<file path="config.mk">
export PLATFORM = sky130hd
export DESIGN_NAME = ov7670_capture_scaled
export DESIGN_NICKNAME = d
export VERILOG_FILES = /design/src/rtl/ov7670_capture_scaled.sv
export SDC_FILE = /design/constraint.sdc
export NUM_CORES = 1
export LEC_CHECK = 0
export ABC_AREA = 1
export CORE_ASPECT_RATIO = 2
export CORE_MARGIN = 2
export CORE_UTILIZATION = 60
export CTS_BUF_LIST = sky130_fd_sc_hd__clkbuf_8
export DETAILED_ROUTE_END_ITERATION = 8
export MAX_ROUTING_LAYER = met4
export PLACE_DENSITY = 0.82
export RECOVER_POWER = 100
export SYNTH_ARGS = -nofsm -noshare
export SYNTH_HDL_FRONTEND = slang
export SYNTH_SLANG_ARGS = --single-unit
</file>
<file path="constraint.sdc">
create_clock -name clk -period 6.5 [get_ports clk]
set_clock_uncertainty 0.1 [all_clocks]
set_input_delay 0.975 -clock clk [delete_from_list [all_inputs] [get_ports clk]]
set_output_delay 0.975 -clock clk [all_outputs]
set_load 0.01 [all_outputs]
</file>
<file path="src/rtl/ov7670_capture_scaled.sv">
// OV7670 capture: synchronises camera pins into clk, assembles 2-byte pixels, decimates/clips,
// and emits frame buffer writes (addr/dout/we) plus frame and line-error status.
module ov7670_capture_scaled #(
  parameter int C_SRC_COLS    = 640,
  parameter int C_SRC_ROWS    = 480,
  parameter int C_IMG_COLS    = 320,
  parameter int C_IMG_ROWS    = 240,
  parameter int C_NB_IMG_PXLS = 17,
  parameter int C_NB_RED      = 4,
  parameter int C_NB_GREEN    = 4,
  parameter int C_NB_BLUE     = 4,
  parameter int C_NB_BUF      = C_NB_RED + C_NB_GREEN + C_NB_BLUE
) (
  input  logic                     clk,
  input  logic                     rst,
  input  logic                     pclk,
  input  logic                     vsync,
  input  logic                     href,
  input  logic [7:0]               data,
  input  logic                     enable,
  input  logic                     rgbmode,
  input  logic                     swap_r_b,
  input  logic [1:0]               decim,
  output logic [C_NB_IMG_PXLS-1:0] addr,
  output logic [C_NB_BUF-1:0]      dout,
  output logic                     we,
  output logic                     frame_done,
  output logic [7:0]               frame_cnt,
  output logic                     line_err
);

  localparam int CW = 16;
  localparam logic [CW-1:0] SRC_COLS_L = CW'(C_SRC_COLS);
  localparam logic [CW-1:0] SRC_ROWS_L = CW'(C_SRC_ROWS);
  localparam logic [CW-1:0] IMG_COLS_L = CW'(C_IMG_COLS);
  localparam logic [CW-1:0] IMG_ROWS_L = CW'(C_IMG_ROWS);

  typedef enum logic [1:0] {IDLE, WAIT_FRAME, CAPTURE} state_t;

  state_t          state;
  logic [2:0]      pclk_sr, href_sr, vsync_sr;
  logic [7:0]      data_d1, data_d2;
  logic            mode_rgb, mode_swap;
  logic [1:0]      mode_dec;
  logic [CW-1:0]   src_col, src_row;
  logic            phase;
  logic [7:0]      byte0;

  logic            s1_vld;
  logic [CW-1:0]   s1_col, s1_row;
  logic [7:0]      s1_b0, s1_b1;

  logic            pclk_rise, href_lvl, href_rise, href_fall, vsync_rise, vsync_fall;
  logic            pix_evt, phase_nxt, keep;
  logic [CW-1:0]   dec_mask, dst_col, dst_row;
  logic [4:0]      r5, b5;
  logic [5:0]      g6;
  logic [C_NB_BUF-1:0]      dout_c;
  logic [C_NB_IMG_PXLS-1:0] addr_c;

  always_ff @(posedge clk or negedge rst) begin
    if (!rst) begin
      pclk_sr  <= '0;
      href_sr  <= '0;
      vsync_sr <= '0;
      data_d1  <= '0;
      data_d2  <= '0;
    end else begin
      pclk_sr  <= {pclk_sr[1:0], pclk};
      href_sr  <= {href_sr[1:0], href};
      vsync_sr <= {vsync_sr[1:0], vsync};
      data_d1  <= data;
      data_d2  <= data_d1;
    end
  end

  assign pclk_rise  = pclk_sr[1] & ~pclk_sr[2];
  assign href_lvl   = href_sr[1];
  assign href_rise  = href_sr[1] & ~href_sr[2];
  assign href_fall  = ~href_sr[1] & href_sr[2];
  assign vsync_rise = vsync_sr[1] & ~vsync_sr[2];
  assign vsync_fall = ~vsync_sr[1] & vsync_sr[2];

  // A pclk edge coinciding with href falling still belongs to the ending line.
  assign pix_evt   = (state == CAPTURE) & enable & pclk_rise & (href_lvl | href_fall)
                     & ~vsync_rise & ~href_rise;
  assign phase_nxt = pix_evt ? ~phase : phase;

  always_comb begin
    dec_mask = (CW'(1) << mode_dec) - CW'(1);
    dst_col  = src_col >> mode_dec;
    dst_row  = src_row >> mode_dec;
    keep     = ((src_col & dec_mask) == '0) && ((src_row & dec_mask) == '0)
               && (src_col < SRC_COLS_L) && (src_row < SRC_ROWS_L)
               && (dst_col < IMG_COLS_L) && (dst_row < IMG_ROWS_L);
  end

  always_ff @(posedge clk or negedge rst) begin
    if (!rst) begin
      state      <= IDLE;
      mode_rgb   <= 1'b1;
      mode_swap  <= 1'b0;
      mode_dec   <= 2'd0;
      src_col    <= '0;
      src_row    <= '0;
      phase      <= 1'b0;
      byte0      <= '0;
      s1_vld     <= 1'b0;
      s1_col     <= '0;
      s1_row     <= '0;
      s1_b0      <= '0;
      s1_b1      <= '0;
      frame_done <= 1'b0;
      frame_cnt  <= '0;
      line_err   <= 1'b0;
    end else begin
      frame_done <= 1'b0;
      s1_vld     <= 1'b0;
      if (!enable) begin
        state <= IDLE;
        phase <= 1'b0;
      end else begin
        case (state)
          IDLE: state <= WAIT_FRAME;
          WAIT_FRAME: begin
            if (vsync_fall) begin
              state     <= CAPTURE;
              mode_rgb  <= rgbmode;
              mode_swap <= swap_r_b;
              mode_dec  <= (decim == 2'd3) ? 2'd2 : decim;
              src_col   <= '0;
              src_row   <= '0;
              phase     <= 1'b0;
            end
          end
          CAPTURE: begin
            if (vsync_rise) begin
              state      <= WAIT_FRAME;
              frame_done <= 1'b1;
              frame_cnt  <= frame_cnt + 8'd1;
              phase      <= 1'b0;
            end else if (href_rise) begin
              src_col <= '0;
              phase   <= 1'b0;
            end else begin
              if (pix_evt) begin
                if (!phase) begin
                  byte0 <= data_d2;
                end else begin
                  s1_vld <= keep;
                  s1_col <= dst_col;
                  s1_row <= dst_row;
                  s1_b0  <= byte0;
                  s1_b1  <= data_d2;
                  if (src_col != '1) src_col <= src_col + CW'(1);
                end
              end
              if (href_fall) begin
                if (src_row != '1) src_row <= src_row + CW'(1);
                if (phase_nxt) line_err <= 1'b1;
                phase <= 1'b0;
              end else begin
                phase <= phase_nxt;
              end
            end
          end
          default: state <= IDLE;
        endcase
      end
    end
  end

  always_comb begin
    r5 = mode_swap ? s1_b1[4:0] : s1_b0[7:3];
    g6 = {s1_b0[2:0], s1_b1[7:5]};
    b5 = mode_swap ? s1_b0[7:3] : s1_b1[4:0];
    if (mode_rgb)
      dout_c = C_NB_BUF'(((32'(r5) >> (5 - C_NB_RED)) << (C_NB_GREEN + C_NB_BLUE))
                       | ((32'(g6) >> (6 - C_NB_GREEN)) << C_NB_BLUE)
                       | (32'(b5) >> (5 - C_NB_BLUE)));
    else
      dout_c = C_NB_BUF'(32'(s1_b0) << (C_NB_BUF - 8));
    addr_c = C_NB_IMG_PXLS'(32'(s1_row) * 32'(C_IMG_COLS) + 32'(s1_col));
  end

  always_ff @(posedge clk or negedge rst) begin
    if (!rst) begin
      we   <= 1'b0;
      addr <= '0;
      dout <= '0;
    end else begin
      we <= s1_vld & enable;
      if (s1_vld) begin
        addr <= addr_c;
        dout <= dout_c;
      end
    end
  end

endmodule

</file>
# ---- Word-level counts from Yosys, hierarchy flattened
# Cells that the tools add are included.
dict set report totals {
  ff_bits 161
  inputBits 18
  out_inout_bits 40
  elab_cells 131
}
dict set report op_classes {
  add_sub_neg 5
  mul 1
  order_cmp 4
  eq_ne 16
  n_shift 3
  muxes 36
  n_bitwise 24
  reduce_logical 18
}
# cell n
set op_table {}
lappend op_table {{$mux 16} 10}
lappend op_table {{$pmux 16 s2} 2}
lappend op_table {{$add 16x1->16 const B} 2}
lappend op_table {{$and 16x16->16} 2}
lappend op_table {{$logic_not 16->1} 2}
lappend op_table {{$lt 16x9->1 const B} 2}
lappend op_table {{$ne 16x16->1 const B} 2}
lappend op_table {{$shr 16x2->16} 2}
lappend op_table {{$reduce_and 6->1} 3}
lappend op_table {{$add 17x16->17} 1}
lappend op_table {{$lt 16x10->1 const B} 1}
lappend op_table {{$lt 16x8->1 const B} 1}
lappend op_table {{$mul 16x3->11 const B} 1}
lappend op_table {{$shl 1x2->16 const A} 1}
lappend op_table {{$sub 16x2->16 const B} 1}
lappend op_table {{$mux 1} 15}
lappend op_table {{$reduce_and 7->1} 2}
lappend op_table {{$mux 12} 1}
lappend op_table {{$ne 3x3->1 const B} 4}
lappend op_table {{$or 12x4->12} 1}
lappend op_table {{$or 12x8->12} 1}
lappend op_table {{$and 1x1->1} 11}
lappend op_table {{$mux 5} 2}
lappend op_table {{$add 8x1->8 const B} 1}
lappend op_table {{16 further kinds} 36}

# ---- Logic depth before layout (Yosys ltp)
# Gate-level depths: netlist of run 1.
dict set report depth {
  depth_word 15
  ltp_mapped 18
  ltp_nobuf 18
}

# ---- Worst setup path after synthesis of run 1
# OpenSTA, ideal clock, no wires.
dict set report synth_timing {
  kind {reg2reg}
  start {reg s1_row[1]}
  end {reg addr[16]}
  setup_ps 118
  arrival_ps 2662
  required_time_ps 6282
  slack_ps 3620
  path_stages_with_launch 18
  path_buffers 0
  period_less_slack_ps 2880
  cell_sequence {dfrtp_1 ha_1 ha_1 inv_1 fa_1 o21ai_0 nand2_1 nand2_1 a21oi_1 xor2_1 ha_1 nand2_1 nor2_1 nand3_1 nand3_1 nand3_1 nand3_1 nand2_1}
}
dict set report synth_via {
  elab_chain_cells 2
}
# element line_no
set synth_lines {}
lappend synth_lines {{from (decl)} 50} ;# logic [CW-1:0] s1_col, s1_row;
lappend synth_lines {{from (signal assigned)} 152} ;# s1_row <= dst_row;
lappend synth_lines {{$mul 16x3->11} 183} ;# addr_c = C_NB_IMG_PXLS'(32'(s1_row) * 32'(C_IMG_COLS) + 32'(s1_col));
lappend synth_lines {{$add 17x16->17} 183}
lappend synth_lines {{to (signal assigned)} 194} ;# addr <= addr_c;
lappend synth_lines {{to (decl)} 24} ;# output logic [C_NB_IMG_PXLS-1:0] addr,
# Every way passes these cells.
# A chain may end at the register's enable or synchronous reset.

# ---- Final worst setup path of run 1
dict set report layout_timing {
  start {reg state[0]}
  end {reg s1_row[3]}
}
dict set report layout_via {
  elab_chain_cells 7
}
# element line_no
set layout_lines {}
lappend layout_lines {{from (decl)} 40} ;# state_t state;
lappend layout_lines {{from (signal assigned)} 100} ;# state <= IDLE;
lappend layout_lines {{from (signal assigned)} 120} ;# state <= IDLE;
lappend layout_lines {{from (signal assigned)} 124} ;# IDLE: state <= WAIT_FRAME;
lappend layout_lines {{$eq 2x2->1 (*)} {85, 123}}
lappend layout_lines {{$and 1x1->1 (3 in series)} 85} ;# assign pix_evt = (state == CAPTURE) & enable & pclk_rise & (href_lvl | href_fall)
lappend layout_lines {{$and 1x1->1 (2 in series)} 86} ;# & ~vsync_rise & ~href_rise;
lappend layout_lines {{$reduce_and 6->1 (no line) (*)} -}
# Mark *: on every way between the ends. The rest lies on a longest branch, timed or not.

==> impl_metrics.ini, run 1 <==
[synthesis]
synth.cell_area_um2 = 8340
syn-instance-count = 1103
yosysUniqueCellTypes = 39
yosysWarnings = 0
synth-seq-cells = 153
synth-edff-count = 0
async_flop_share = 1.00
avgSynthCellArea_um2 = 7.56
synth_area_leaders = dfrtp_1 (46%), nand2_1 (18%), o21ai_0 (4.8%), ha_1 (4.3%), inv_1 (4.3%)
yosysTopAreaCell = dfrtp_1
synth.top_cell.area_share = 0.456
syn_nets = 1152
ys_seq_area_frac = 0.459
yosys_most_used_dff = dfrtp_1

[floorplanning]
pin_count = 58
coreArea_um2 = 13700
dieArea_um2 = 14900
die_w_um = 87.4
rows = 61
die_h_um = 171
start_util = 0.607

[grt]
grt_pass1_vias = 7051
grt_max_degree = 118
grt_pass1_wl_um = 33400
antenna_found_initial = 0
grt_usage = 0.293
gr-total-overflow = 0

[detailed_routing]
avgViaCountPerCell = 5.52
via_count = 7236
drtAntennaViolNets = 0
wl_um = 19500
drc = 0
drtIter0Drc = 534
routedWlPerCell_um = 14.9
first_pass_iters = 5

[placed_design]
place_congestion = 0.981
hpwlAfterDp_um = 14100
portBuffers = 57

[finish]
nets = 1190
final_cell_mix = nand2_1 (389), dfrtp_1 (152), o21ai_0 (107)
drive_gt1_frac = 0.0399
syn_to_final_growth_pct = 11.4
layout_commonest_cell = nand2_1
final_util = 0.676
num_antenna_cells = 0

[sta]
timing.final.crit_share = 0.705
rsz0062_at_grt = no
setup_viol = 0
max_freq_ghz = 0.218
tightest_slew_ns = 2.79
maxSlewViolCount = 136
slew_headroom = -0.860
hold_slack_ns = 0.256
hold_viol_final = 0
finalCriticalPeriod_ns = 4.58
setup_tns_ns = 0

[worst_hold_path]
hp-class = register to register

[setup_path]
worstSetupStartpointType = register
path_max_fanout = 59
worstSetupEndpointType = register
critPathRequiredTime_ns = 6.75
arrival_ns = 4.83
rrSetupSlack_ns = 1.92
critPathKind = register to register

[job]
maxCapViolCount = 2

[clocking]
clkLatencyLatePin_ns = 0.46
postCtsSetupBuffers = 0
clockRootBuffer = clkbuf_8
cts_buffers = 17
cts_buffer_depth = 2
htreeDepth = 4
clkSinkCount = 153
path_clk_slew_ns = 0.10
hold_buffers = 0
cts_tree = yes
post_cts_resized = 0

[power_and_ir_drop]
peakVddDrop_mv = 0.245
finalPower_uw = 2030
power_leakage_uw = 0.00470
p_per_area_nw_per_um2 = 219

[run_status]
outcome = finished with violations
violations = capacitance limit, slew limit
[worst max-delay path: stages, from the launching register on]
cell and delay [ns]:
dfrtp_1 0.41, nor2_1 1.16, nand3_1 0.45, nor3_2 0.26, clkbuf_1 0.72, inv_1 0.92
o21ai_0 0.45
[layer usage]
metal | GRT usage | up-vias | part of all wire
met5 | - | - | 0
met4 | 0.121 | 0 | 0.029
met3 | 0.0410 | 46 | 0.039
met2 | 0.463 | 199 | 0.51
met1 | 0.377 | 3386 | 0.42
li1 | - | 3605 | -
[state kept, by name (all words and copies together), names as in the netlist, 2 cells and up]
register	count
s1_col	16
byte0	8
src_row	16
data_d1	8
s1_row	11
src_col	16
frame_cnt	8
state	2
s1_b1	5
mode_dec	2
vsync_sr	3
dout	12
pclk_sr	3
addr	17
s1_b0	8
href_sr	3
data_d2	8
[cell usage after synthesis, types with 2 or more instances]
cell type,number
clkbuf_2,2
buf_6,4
ha_1,29
nand4_1,16
buf_2,13
inv_2,5
a31oi_1,6
or2_2,2
clkinv_1,2
nor3b_1,3
o21ai_1,31
o21bai_1,5
o211ai_1,2
xnor2_1,10
a21oi_1,23
nor3_1,15
nor3_2,4
nand3_1,68
nand3_2,3
dfrtp_1,152
fa_1,2
nor2_4,3
nand2_1,389
nor2_1,92
xor2_1,15
o21ai_0,80
inv_1,96
buf_4,5
clkbuf_1,16
[through the flow]
stage | worst slack (ns) | instance area, µm² | cells
after floorplan | 3.62 | 8340 | 1103
after global placement | 3.48 | 8910 | 1279
after detailed placement | 3.38 | 8910 | 1279
after CTS | 3.37 | 9340 | 1311
after global routing | 1.58 | 9290 | 1311
final | 1.92 | 9290 | 1311
[power by group]
part / switching [µW] / leakage, µW / internal (µW)
logic: 185 / 0.00246 / 79.7
registers: 38.2 / 0.00203 / 982
clock network: 445 / 0.000210 / 301
total: 669 / 0.00470 / 1360
[final timing paths]
check	from	to	cells past startpoint
worst max-delay path	state[0]	s1_row[3]	6
worst min-delay path	data_d1[2]	data_d2[2]	0
worst max register to register	state[0]	s1_row[3]	6
worst min register to register	data_d1[2]	data_d2[2]	0
max in group asynchronous	rst	vsync_sr[2]	2
min in group asynchronous	rst	src_row[3]	1
[cell type report]
| cell class | instances | area [µm²] |
|---|---|---|
| clock buffers | 17 | 234 |
| repair buffers | 60 | 584 |
| inverters | 103 | 387 |
| flip-flops and latches | 153 | 3830 |
| multi-input cells | 806 | 3860 |
| well taps | 157 | 196 |
| fillers | 1174 | 4450 |
| clock inverters | 15 | 195 |
[cell families after synthesis]
family	Yosys count	synth area share
mux	2	0.00255
xor+xnor	25	0.0262
fa+ha+maj	31	0.0483
buf+inv	144	0.0729
flops	153	0.459
compound gates	149	0.0930
simple gates	599	0.298
Note: power is estimated with default switching activity, not from simulation.
==> inputs of run 2 (changes only) <==
- CORE_UTILIZATION: 60 -> 55
- PLACE_DENSITY: 0.82 -> 0.79
- clock period: 6.5 -> 4 ns (I/O delays scaled with it)
==> run 2 against run 1 <==
Compared with the run above:
- largest power group unchanged
- first-iteration DRC count down 24%
- clock power rose by 54%
- routed wire length is 5.1% higher
- the flow still finishes with violations (capacitance limit, slew limit)
- highest routed layer unchanged
- critical path type unchanged
==> impl_metrics.ini, run 2 (same netlist as run 1, synthesis figures left out) <==
[finish]
final_cell_mix = nand2_1 (389), dfrtp_1 (152), o21ai_0 (109)
n_fill_cell = 1389
regMostFlops = addr
syn_to_final_growth_pct = 12.0
layout_commonest_cell = nand2_1
largest_register_ffs = 17
final_cell_count_no_fill = 1353
nets = 1193
drive_gt1_frac = 0.0424

[worst_hold_path]
whs_endpoint = data_d2[0]
hold_depth = 0
holdCritStartpoint = data_d1[0]
hp-class = register to register

[setup_path]
r2r_cells = 8
critPathRequiredTime_ns = 4.25
path_cells = nor2_1 -> nand3_2 -> nor2_1 -> nor2_1 -> nor2_4 -> inv_1 -> nand2_1 -> nand2_1
crit_top_cell = nor2_1
r2r_end = src_col[7]
critPathKind = register to register
crit_slowest_cell = nor2_1
rrSetupSlack_ns = 0.68
path_max_fanout = 22
worstSetupEndpointType = register
path_buf_inv = 1
arrival_ns = 3.57
path_delay_family = simple AND/OR/NAND/NOR gates
r2r-start = state[0]
cpPeakStageDelay_ns = 1.03
worstSetupStartpointType = register

[sta]
tightest_slew_ns = 2.00
rsz0062_at_grt = no
max_freq_ghz = 0.301
setup_tns_ns = 0
finalCriticalPeriod_ns = 3.32
setup_viol = 0
hold_viol_final = 0
slew_headroom = -0.336
hold_slack_ns = 0.255
timing.final.crit_share = 0.830
maxSlewViolCount = 114
setup_ws_ns = 0.679

[grt]
grt_max_degree = 79
grt_pass1_wl_um = 33800
gr-total-overflow = 0
antenna_found_initial = 1
grt_pass1_vias = 7148
grt_usage = 0.272

[job]
maxCapViolCount = 2

[floorplanning]
die_w_um = 91.1
dieArea_um2 = 16200
start_util = 0.563
rows = 63
die_h_um = 178
coreArea_um2 = 14800
pin_count = 58

[run_status]
violations = capacitance limit, slew limit
outcome = finished with violations

[detailed_routing]
via_count = 7315
drtAntennaViolNets = 0
drc = 0
avgViaCountPerCell = 5.41
first_pass_iters = 5
routedWlPerCell_um = 15.1
drtIter0Drc = 404
wl_um = 20500

[placed_design]
portBuffers = 57
place_congestion = 0.930
post-place-cells = 1320
place_ws_ns = 0.792
hpwlAfterDp_um = 15200

[power_and_ir_drop]
peakVddDrop_mv = 0.211
p_per_area_nw_per_um2 = 347
power_leakage_uw = 0.00470

[clocking]
hold_buffers = 0
post_cts_resized = 0
cts_buffers = 17
path_clk_slew_ns = 0.09
htreeDepth = 4
clockRootBuffer = clkbuf_8
postCtsSetupBuffers = 0
clkSinkCount = 153
clkLatencyLatePin_ns = 0.46
cts_buffer_depth = 2
cts_tree = yes
## run 2: cell types whose count changed in the layout (fill, tap and decap cells not counted), sizes merged
| cell | before | now |
|---|---|---|
| clkinv | 9 | 5 |
| buf | 2 | 4 |
| clkbuf | 19 | 21 |
| bufinv | 0 | 1 |
| clkinvlp | 1 | 2 |
| diode | 0 | 1 |
| inv | 108 | 109 |
## run 2: worst max-delay path by stage
stage	from	to	slack (ns)	cells past startpoint
CTS	s1_row[1]	addr[16]	0.78	17
detailed placement	s1_row[1]	addr[16]	0.79	17
global placement	s1_row[1]	addr[16]	0.85	17
floorplan	s1_row[1]	addr[16]	1.12	17
global route	state[0]	src_row[2]	0.38	7
finish	state[0]	src_col[7]	0.68	8
## run 2: area by class of cell
class,instances,area (µm²),area share
Clock inverter,14,139,0.0149
Antenna cell,1,2.50,0.000268
Timing Repair Buffer,63,616,0.0659
Multi-Input combinational cell,806,3880,0.415
Sequential cell,153,3830,0.410
Clock buffer,18,248,0.0265
Tap cell,195,244,0.0261
Inverter,103,387,0.0414
## run 2: worst reg2reg max path, delay by kind of cell (launching register included)
kind | cells | cell delay (ns)
buf+inv | 1 | 0.32
simple gates | 7 | 2.39
flops | 1 | 0.41
## run 2: where the power goes
group          switching (µW)  total [µW]  internal [µW]
sequential               61.9        1660           1600
combinational             293         429            136
clock                     631        1150            524
## run 2: layer usage
layer	global-route usage	wire, µm
met4	0.159	941
met2	0.499	11300
met1	0.268	7540
met3	0.0414	674
met5	-	0
## run 2: metrics by stage
stage / power (µW) / area [µm²] / util
6_report: 3240 / 9340 / 0.630
5_1_grt: 3390 / 9340 / 0.630
4_1_cts: 3270 / 9380 / 0.633
3_5_place_dp: 2130 / 8990 / 0.607
3_3_place_gp: 2120 / 8990 / 0.607
2_1_floorplan: 1980 / 8340 / -
==> inputs of run 3 (changes only) <==
- clock period: 4 -> 2.66 ns (I/O delays scaled with it)
==> run 3 against run 2 <==
Compared with the run above:
- the flow finishes with violations (setup timing)
- largest power group unchanged
- critical endpoint is now addr[16]
- critical path type unchanged
- design area is 5.1% higher
- first-iteration DRC count grew 4.2%
- die area stayed put
==> impl_metrics.ini, run 3 (same netlist as run 1, synthesis figures left out) <==
[run_status]
outcome = finished with violations
violations = setup timing

[power_and_ir_drop]
p_per_area_nw_per_um2 = 520
power_leakage_uw = 0.00490
peakVddDrop_mv = 0.382

[sta]
tightest_slew_ns = 1.33
setup_ws_ns = -0.182
setup_viol = 4
setup_tns_ns = -0.544
slew_headroom = 0.114
max_freq_ghz = 0.352
hold_viol_final = 0
finalCriticalPeriod_ns = 2.84
timing.final.crit_share = 1.07
maxSlewViolCount = 0
rsz0062_at_grt = yes

[placed_design]
place_congestion = 0.960
hpwlAfterDp_um = 15500
place_ws_ns = -0.285
portBuffers = 57

[finish]
syn_to_final_growth_pct = 17.7
n_fill_cell = 1325
layout_commonest_cell = nand2_1
multiInputGateArea_um2 = 4040
largest_register_ffs = 17
regArea_um2 = 3830
final_cell_mix = nand2_1 (384), dfrtp_1 (151), o21ai_0 (98)
regMostFlops = addr
nets = 1231
drive_gt1_frac = 0.100

[detailed_routing]
via_count = 7387
routedWlPerCell_um = 15.0
drtIter0Drc = 421
first_pass_iters = 5
wl_um = 20900
avgViaCountPerCell = 5.31
drtAntennaViolNets = 0
drc = 0

[worst_hold_path]
hp-class = register to register
holdCritStartpoint = data_d1[1]

[setup_path]
crit_start = s1_row[3]
cpPeakStageDelay_ns = 0.44
path_max_fanout = 3
crit_slowest_cell = dfrtp_2
critPathKind = register to register
r2r-start = s1_row[3]
critPathRequiredTime_ns = 2.91
crit_top_cell = nand2_1
worstSetupEndpointType = register
path_cells = ha_4 -> ha_4 -> inv_2 -> fa_2 -> o21ai_2 -> nand2_1 -> nand2_1 -> a21oi_2 -> xor2_1 -> ha_1 -> nand2_4 -> a21oi_2 -> nor2_1 -> nand3_1 -> inv_1 -> nand2_1 -> nand3_1 -> nand2_1
worstSetupStartpointType = register
arrival_ns = 3.09

[clocking]
path_clk_slew_ns = 0.10
clkLatencyLatePin_ns = 0.46
cts_tree = yes
clockRootBuffer = clkbuf_8
cts_buffers = 17
htreeDepth = 4
cts_buffer_depth = 2
clkSinkCount = 153

[floorplanning]
die_h_um = 178
rows = 63
coreArea_um2 = 14800
start_util = 0.563
pin_count = 58
die_w_um = 91.1
dieArea_um2 = 16200

[grt]
grt_max_degree = 60
grt_pass1_vias = 7299
gr-total-overflow = 0
grt_pass1_wl_um = 34400
grt_usage = 0.276
antenna_found_initial = 0

[job]
maxCapViolCount = 0
## run 3: changes by cell type in the layout (fill, tap and decap cells not counted), moves of 5 or more
cell / before / now
o21ai_0: 109 / 98
ha_1: 29 / 21
nand2_1: 389 / 384
buf_4: 3 / 36
clkbuf_2: 1 / 6
a21oi_2: 0 / 6
inv_1: 100 / 92
a21oi_1: 23 / 17
o21ai_1: 2 / 12
inv_2: 3 / 10
ha_4: 0 / 7
## run 3: area by class of cell
type	count	share of cell area
well taps	195	0.0249
flip-flops and latches	153	0.390
repair buffers	101	0.0902
multi-input cells	806	0.411
diodes	1	0.000255
clock buffers	18	0.0252
clock inverters	14	0.0186
inverters	103	0.0394
## run 3: final timing paths
path	to	slack, ns	cells after the start
max	addr[16]	-0.18	18
min	data_d2[1]	0.24	0
max reg2reg	addr[16]	-0.18	18
min reg2reg	data_d2[1]	0.24	0
max in group asynchronous	byte0[5]	0.43	3
min in group asynchronous	src_row[9]	0.66	2
## run 3: per-layer routing
metal | wire [µm] | global-route usage | up-vias | share of wire
met5 | 0 | - | - | 0
met4 | 1130 | 0.159 | 0 | 0.054
met3 | 652 | 0.0346 | 87 | 0.031
met2 | 11600 | 0.505 | 184 | 0.55
met1 | 7520 | 0.280 | 3427 | 0.36
li1 | - | - | 3689 | -
## run 3: through the flow
stage          hold WS [ns]  power [µW]  std cells  instance area (µm²)  utilization
2_1_floorplan       0.00341        2970       1103                 8360            -
3_3_place_gp          0.231        3200       1353                 9270        0.625
3_5_place_dp          0.235        3220       1353                 9270        0.625
4_1_cts               0.246        5150       1390                 9810        0.662
5_1_grt               0.250        5350       1390                 9810        0.662
6_report              0.242        5100       1391                 9820        0.662
## run 3: power breakdown
part / internal (µW) / switching (µW)
logic: 220 / 459
clock network: 977 / 967
registers: 2400 / 77.5
total: 3600 / 1500
## run 3: repair_timing
item	CTS	global route
hold buffers	1	0
buffers inserted	4	0
pin swaps	14	12
endpoints found under the hold margin	50	0
endpoints found under the setup margin	6	6
resized for setup	11	24
## run 3: critical path: cells and delay by family (launching register included)
kind	cells	cell delay [ns]
fa+ha+maj	4	1.15
simple gates	8	0.60
flops	1	0.44
compound gates	3	0.23
xor+xnor	1	0.14
buf+inv	2	0.09
